$ cat src/rtl/jtcps_mmr_shadow.sv
`default_nettype none
// ============================================================================
// Module   : jtcps_mmr_shadow
// Purpose  : CPS-A video registers in shadow/active pairs with a VBLANK
//            commit, byte-lane writes, DMA/palette strobes, and the CPS-B
//            configurable ID/multiplier window with a shift-add multiplier.
//            An access with dsn == 2'b11 is a read; any lane low is a write.
// Options  : JTCPS_MMR_READBACK_EN - CPS-A reads return the shadow value.
// Revision : 1.0 - initial release
// ============================================================================
module jtcps_mmr_shadow #(
  parameter int          NREGS    = 18,
  parameter int          MULW     = 16,
  parameter logic [31:0] IMM_MASK = 32'h0000_0021,
  parameter int          CFGSIZE  = 8
)(
  input  logic                 clk,
  input  logic                 reg_rst,
  input  logic                 pxl_cen,
  input  logic                 vblank,
  input  logic                 ppu1_cs,
  input  logic                 ppu2_cs,
  input  logic [4:0]           addr,
  input  logic [1:0]           dsn,
  input  logic [15:0]          cpu_dout,
  output logic [15:0]          mmr_dout,
  input  logic                 cfg_we,
  input  logic [7:0]           cfg_data,
  output logic [16*NREGS-1:0]  regs_act,
  output logic                 commit,
  output logic                 obj_dma_ok,
  output logic                 pal_copy,
  output logic                 mul_busy
);

  localparam logic [5:0]      c_nregs = 6'(NREGS);
  localparam int              c_cw    = (MULW > 1) ? $clog2(MULW) : 1;
  localparam logic [c_cw-1:0] c_last  = MULW[c_cw-1:0] - 1'b1;

  logic [8*CFGSIZE-1:0] r_cfg;
  logic [15:0]          r_shadow [NREGS];
  logic [15:0]          r_active [NREGS];
  logic                 r_dirty, r_vb_d, r_commit;
  logic                 r_arm_dma, r_arm_pal, r_dma, r_pal;
  logic [MULW-1:0]      r_mult1, r_mult2, r_mplier;
  logic [2*MULW-1:0]    r_rslt, r_acc, r_mcand;
  logic [c_cw-1:0]      r_cnt;
  logic                 r_busy;
  logic [15:0]          r_dout;

  // Config byte fields: addresses are stored pre-shifted (word addr << 1)
  logic [4:0] w_id_addr, w_m1_addr, w_m2_addr, w_r0_addr, w_r1_addr;
  logic [7:0] w_id_val;
  assign w_id_addr = r_cfg[5:1];
  assign w_id_val  = r_cfg[15:8];
  assign w_m1_addr = r_cfg[21:17];
  assign w_m2_addr = r_cfg[29:25];
  assign w_r0_addr = r_cfg[37:33];
  assign w_r1_addr = r_cfg[45:41];

  logic w_cfg_unused, w_rsvd_unused;
  assign w_cfg_unused = ^{r_cfg[0], r_cfg[7:6], r_cfg[16], r_cfg[23:22], r_cfg[24],
                          r_cfg[31:30], r_cfg[32], r_cfg[39:38], r_cfg[40], r_cfg[47:46],
                          w_rsvd_unused};
  generate
    if (CFGSIZE > 6) begin : g_rsvd
      assign w_rsvd_unused = ^r_cfg[8*CFGSIZE-1:48];
    end else begin : g_no_rsvd
      assign w_rsvd_unused = 1'b0;
    end
  endgenerate

  // CPS-A write decode and byte-lane merge
  logic        w_a_hit, w_a_wr, w_dly_wr, w_vb_rise, w_commit;
  logic [15:0] w_old, w_merged;
  assign w_a_hit   = ppu1_cs && ({1'b0, addr} < c_nregs);
  assign w_a_wr    = w_a_hit && (dsn != 2'b11);
  assign w_dly_wr  = w_a_wr && !IMM_MASK[addr];
  assign w_old     = r_shadow[addr];
  assign w_merged  = {dsn[1] ? w_old[15:8] : cpu_dout[15:8],
                      dsn[0] ? w_old[7:0]  : cpu_dout[7:0]};
  assign w_vb_rise = vblank && !r_vb_d;
  assign w_commit  = w_vb_rise && r_dirty;

  // Config download shifts toward byte 0; deliberately survives reset
  always_ff @(posedge clk) begin
    if (cfg_we) r_cfg <= {cfg_data, r_cfg[8*CFGSIZE-1:8]};
  end

  // Shadow/active register file; commit copies pre-write shadow values
  always_ff @(posedge clk or posedge reg_rst) begin
    if (reg_rst) begin
      for (int n = 0; n < NREGS; n++) begin
        r_shadow[n] <= '0;
        r_active[n] <= '0;
      end
      r_dirty  <= 1'b0;
      r_vb_d   <= 1'b0;
      r_commit <= 1'b0;
    end else begin
      r_vb_d   <= vblank;
      r_commit <= w_commit;
      for (int n = 0; n < NREGS; n++) begin
        if (w_commit && !IMM_MASK[n]) r_active[n] <= r_shadow[n];
      end
      if (w_a_wr) begin
        r_shadow[addr] <= w_merged;
        if (IMM_MASK[addr]) r_active[addr] <= w_merged;
      end
      if (w_dly_wr)      r_dirty <= 1'b1;
      else if (w_commit) r_dirty <= 1'b0;
    end
  end

  generate
    for (genvar g = 0; g < NREGS; g++) begin : g_flat
      assign regs_act[16*g +: 16] = r_active[g];
    end
  endgenerate

  // DMA / palette requests: armed by writes, fired once the CPU leaves CPS-A
  always_ff @(posedge clk or posedge reg_rst) begin
    if (reg_rst) begin
      r_arm_dma <= 1'b0;
      r_arm_pal <= 1'b0;
      r_dma     <= 1'b0;
      r_pal     <= 1'b0;
    end else begin
      r_dma <= 1'b0;
      r_pal <= 1'b0;
      if (pxl_cen && !ppu1_cs) begin
        if (r_arm_dma) begin
          r_dma     <= 1'b1;
          r_arm_dma <= 1'b0;
        end
        if (r_arm_pal) begin
          r_pal     <= 1'b1;
          r_arm_pal <= 1'b0;
        end
      end
      if (w_a_wr && addr == 5'd0) r_arm_dma <= 1'b1;
      if (w_a_wr && addr == 5'd5) r_arm_pal <= 1'b1;
    end
  end

  // Multiplier operand load / start decode
  logic            w_b_wr, w_m1_ld, w_m2_ld, w_start;
  logic [MULW-1:0] w_m1_nxt, w_m2_nxt;
  logic [2*MULW-1:0] w_acc_nxt;
  assign w_b_wr    = ppu2_cs && (dsn == 2'b00);
  assign w_m1_ld   = w_b_wr && (addr == w_m1_addr) && (w_m1_addr != 5'h1f);
  assign w_m2_ld   = w_b_wr && (addr == w_m2_addr) && (w_m2_addr != 5'h1f);
  assign w_start   = w_m1_ld || w_m2_ld;
  assign w_m1_nxt  = w_m1_ld ? cpu_dout[MULW-1:0] : r_mult1;
  assign w_m2_nxt  = w_m2_ld ? cpu_dout[MULW-1:0] : r_mult2;
  assign w_acc_nxt = r_mplier[0] ? (r_acc + r_mcand) : r_acc;

  // Shift-add multiplier; result register only changes on the final step
  always_ff @(posedge clk or posedge reg_rst) begin
    if (reg_rst) begin
      r_mult1  <= '0;
      r_mult2  <= '0;
      r_mplier <= '0;
      r_rslt   <= '0;
      r_acc    <= '0;
      r_mcand  <= '0;
      r_cnt    <= '0;
      r_busy   <= 1'b0;
    end else if (w_start) begin
      r_mult1  <= w_m1_nxt;
      r_mult2  <= w_m2_nxt;
      r_acc    <= '0;
      r_mcand  <= {{MULW{1'b0}}, w_m1_nxt};
      r_mplier <= w_m2_nxt;
      r_cnt    <= '0;
      r_busy   <= 1'b1;
    end else if (r_busy) begin
      r_acc    <= w_acc_nxt;
      r_mcand  <= r_mcand << 1;
      r_mplier <= r_mplier >> 1;
      r_cnt    <= r_cnt + 1'b1;
      if (r_cnt == c_last) begin
        r_rslt <= w_acc_nxt;
        r_busy <= 1'b0;
      end
    end
  end

  // CPS-B read mux with fixed match priority
  logic [15:0] w_b_rd, w_a_rd;
  always_comb begin
    w_b_rd = 16'hffff;
    if (addr == 5'h1f)          w_b_rd = 16'hffff;
    else if (addr == w_id_addr) w_b_rd = {4'd0, w_id_val[7:4], 4'd0, w_id_val[3:0]};
    else if (addr == w_m1_addr) w_b_rd = 16'(r_mult1);
    else if (addr == w_m2_addr) w_b_rd = 16'(r_mult2);
    else if (addr == w_r0_addr) w_b_rd = 16'(r_rslt[MULW-1:0]);
    else if (addr == w_r1_addr) w_b_rd = 16'(r_rslt[2*MULW-1:MULW]);
  end

`ifdef JTCPS_MMR_READBACK_EN
  assign w_a_rd = w_a_hit ? r_shadow[addr] : 16'hffff;
`else
  assign w_a_rd = 16'hffff;
`endif

  // Registered read data, held between accesses
  always_ff @(posedge clk or posedge reg_rst) begin
    if (reg_rst)      r_dout <= 16'hffff;
    else if (ppu2_cs) r_dout <= w_b_rd;
    else if (ppu1_cs) r_dout <= w_a_rd;
  end

  assign mmr_dout   = r_dout;
  assign commit     = r_commit;
  assign obj_dma_ok = r_dma;
  assign pal_copy   = r_pal;
  assign mul_busy   = r_busy;

endmodule
`default_nettype wire

$ cat config.mk
export PLATFORM = sky130hd
export DESIGN_NAME = jtcps_mmr_shadow
export DESIGN_NICKNAME = d
export VERILOG_FILES = /design/src/rtl/jtcps_mmr_shadow.sv
export SDC_FILE = /design/constraint.sdc
export NUM_CORES = 2
export LEC_CHECK = 0
export ABC_AREA = 1
export BUFFER_PORTS_ARGS = -buffer_cell sky130_fd_sc_hd__buf_4
export CAP_MARGIN = 20
export CORE_UTILIZATION = 50
export DETAILED_ROUTE_END_ITERATION = 10
export GPL_ROUTABILITY_DRIVEN = 0
export GPL_TIMING_DRIVEN = 0
export PLACE_DENSITY_LB_ADDON = 0.25
export SLEW_MARGIN = 10
export SYNTH_ARGS = -nofsm -noshare
export SYNTH_HDL_FRONTEND = slang
export SYNTH_SLANG_ARGS = --single-unit
$ cat constraint.sdc
create_clock -name clk -period 70.7 [get_ports clk]
set_input_delay 17.675 -clock clk [delete_from_list [all_inputs] [get_ports clk]]
set_output_delay 17.675 -clock clk [all_outputs]
set_load 0.02 [all_outputs]
==> flow_metrics.env <==
export IMPL_pre_cts_slack_ps=50130
export IMPL_ant_nets=0
export IMPL_switchingPower_mw=0.443
export IMPL_dieArea_um2=73900
export IMPL_cts_made_buffers=86
export IMPL_hold_path_class="flip-flop to flip-flop"
export IMPL_end_kind="flip-flop"
export IMPL_power_share_sequential_pct=43.2
export IMPL_wl_per_cell_um=23.1
export IMPL_drt_pass1_iter_count=7
export IMPL_fin_util_pct=60.4
export IMPL_fin_crit_sh_pct=28.7
export IMPL_initial_utilization_pct=50.7
export IMPL_fp_dieH_um=272
export IMPL_cellLeakagePower_nw=22.2
export IMPL_wl_um=134000
export IMPL_place_inst=5623
export IMPL_period_minus_slack_ps=20320
export IMPL_ys_flop_type="dfrtp_1"
export IMPL_fmax_ghz=0.0492
export IMPL_status="complete, no violations"
export IMPL_yosys_warnings=0
export IMPL_synth_area_per_cell_um2=8.41
export IMPL_setup_tns_final_ps=0
export IMPL_worstPathRequired_ps=71230
export IMPL_htreeDepth=3
export IMPL_drive_gt1_share_pct=13.9
export IMPL_hold_ws_ps=415
export IMPL_cp_arrival_ps=20850
export IMPL_cellPowerDensity_nw_per_um2=31.4
export IMPL_die_x_um=272
export IMPL_swShare_pct=32.7
export IMPL_clkPwrFrac_pct=35.2
export IMPL_clockBufferDepth=3
export IMPL_cts_hold_buf=0
export IMPL_portBuffers=340
export IMPL_async_flop_share_pct=92.5
export IMPL_area_delta_synth_final_pct=19.0
export IMPL_synth_seq_cells=809
export IMPL_viasPerCell=5.80
export IMPL_grt_max_degree=118
export IMPL_grt_pass1_vias=31800
export IMPL_slew_headroom_pct=23.9
export IMPL_syn_area_um2=36400
export IMPL_setup_viol=0
export IMPL_post_cts_buffers=0
export IMPL_cts_tree="yes"
export IMPL_rsz0062_at_grt="no"
export IMPL_cts_root_buffer="clkbuf_16"
export IMPL_worstMarginPinSlew_ps=1140
export IMPL_clk_latency_ps=660
export IMPL_synth_edf_count=61
export IMPL_slew_violations=0
export IMPL_setup_worst_path_start_class="input port"
export IMPL_nNetsFinal=4832
export IMPL_clock_sinks=809
export IMPL_path_class="input port to flip-flop"
export IMPL_grt_usage_pct=35.8
export IMPL_drc=0
export IMPL_finClkSkew_ps=45.2
export IMPL_ys_seq_area_share_pct=56.5
export IMPL_ir_drop_uv=22.3
export IMPL_gr_total_overflow=0
export IMPL_antenna_found_initial=5
export IMPL_synth_area_leader_cell="dfrtp_1"
export IMPL_final_cells=5780
export IMPL_ys_top_cells_by_area="dfrtp_1 50%, nand2_1 16%, nand3_1 5.7%"
export IMPL_cts_clk_slew_worst_paths_ps=60
export IMPL_r2r_cells=5
export IMPL_yosysTopAreaCellShare_pct=50.3
export IMPL_drv_cap=0
export IMPL_hold_depth=0
export IMPL_worstPathMaxFanout=10
export IMPL_worst_slack_ps=50380
export IMPL_ctsResizeCount=0
export IMPL_p_int_mw=0.914
export IMPL_grt_pass1_wl_um=196000
export IMPL_core_area_um2=71700
export IMPL_ys_types=49
export IMPL_drt_initial_drc_count=4465
export IMPL_p_comb_share_pct=21.6
export IMPL_synth_fp_nets=4396
export IMPL_vias=33500
export IMPL_syn_instance_count=4325
export IMPL_rows=98
export IMPL_hpwl_um=99800
export IMPL_hold_viol=0
export IMPL_ios=346
==> routing by layer <==
| metal | vias to the layer above | GRT usage [%] | wire, µm |
|---|---|---|---|
| met3 | 460 | 11.5 | 17100 |
| met4 | 4 | 20.5 | 8640 |
| met1 | 16200 | 45.6 | 49300 |
| li1 | 14800 | - | - |
| met2 | 2070 | 53.7 | 58500 |
| met5 | - | 0 | 24 |
==> worst paths after layout <==
| path | start | to | slack, ps |
|---|---|---|---|
| max | addr[0] | r_shadow[97] | 50380 |
| min | r_cfg[63] | r_cfg[55] | 420 |
| max reg2reg | r_vb_d | regs_act[241] | 67820 |
| min reg2reg | r_cfg[63] | r_cfg[55] | 420 |
| max in group asynchronous | reg_rst | regs_act[73] | 51530 |
| min in group asynchronous | reg_rst | regs_act[50] | 17060 |
==> cell usage after synthesis (all sizes together), types with 4 or more instances <==
cell / instances
edfxtp: 61
dfrtp: 732
nand3b: 13
nand2: 1601
o22ai: 107
nand3: 421
nand4: 28
a21oi: 63
inv: 409
xor2: 13
a22oi: 8
nor2: 135
clkbuf: 118
or2: 18
o211ai: 8
a221oi: 16
nor3: 11
buf: 97
ha: 32
clkinv: 4
xnor2: 14
dfstp: 16
o21ai: 383
==> sequential cells by signal (all words and copies together), names as in the netlist, 4 cells and up <==
register  count
r_shadow    288
regs_act    288
r_cfg        61
r_acc        32
r_mcand      32
r_rslt       32
mmr_dout     16
r_mplier     16
r_mult1      16
r_mult2      16
r_cnt         4
==> critical path: stages <==
cell and delay (ps):
buf_6 140, nand2_1 250, buf_4 300, buf_2 450
o22ai_1 190, o21ai_0 480, nand4_1 340, nand2_1 200
nand2_2 280, buf_4 330, nand3_1 130, nand2_1 70
==> metrics by stage <==
step | area (µm²) | total power [mW]
2_1_floorplan | 36400 | 0.751
3_3_place_gp | 40100 | 0.870
3_5_place_dp | 40300 | 0.878
4_1_cts | 43300 | 1.35
5_1_grt | 43300 | 1.40
6_report | 43300 | 1.36
==> power groups by stage <==
stage / clock (mW) / sequential [mW] / combinational, mW
after detailed placement: 0 / 0.591 / 0.286
after floorplan: 0 / 0.603 / 0.148
after global placement: 0 / 0.591 / 0.279
final: 0.478 / 0.587 / 0.293
after CTS: 0.478 / 0.584 / 0.288
after global routing: 0.497 / 0.592 / 0.316
==> final cells by class <==
cell class | count | area (µm²)
multi-input combinational | 2888 | 13200
clock inverter | 30 | 445
sequential | 809 | 20600
timing repair buffer | 348 | 2760
inverter | 413 | 1570
tap | 950 | 1190
buffer | 215 | 1080
fill | 6359 | 28400
antenna | 2 | 5.00
clock buffer | 125 | 2500
==> placed cells by master, fill, tap and decap left out, types with 45 or more instances in the layout <==
cell,count
o21ai_0,338
nand3_1,418
edfxtp_1,61
clkbuf_16,88
nor2_1,113
a21oi_1,62
buf_4,370
nand2_1,1578
buf_2,47
o22ai_1,107
o21ai_1,45
inv_1,393
dfrtp_1,732
clkbuf_1,139
==> logic make-up (layout without fill, tap and decap cells) <==
family | Yosys count | after routing | synth area share [%]
other cells | 0 | 2 | 0
compound gates | 596 | 596 | 8.93
xor+xnor | 27 | 27 | 0.650
buf+inv | 628 | 1131 | 7.24
fa+ha+maj | 33 | 33 | 1.16
flops | 809 | 809 | 56.5
simple gates | 2232 | 2232 | 25.5
Note: power is estimated with default switching activity, not from simulation.
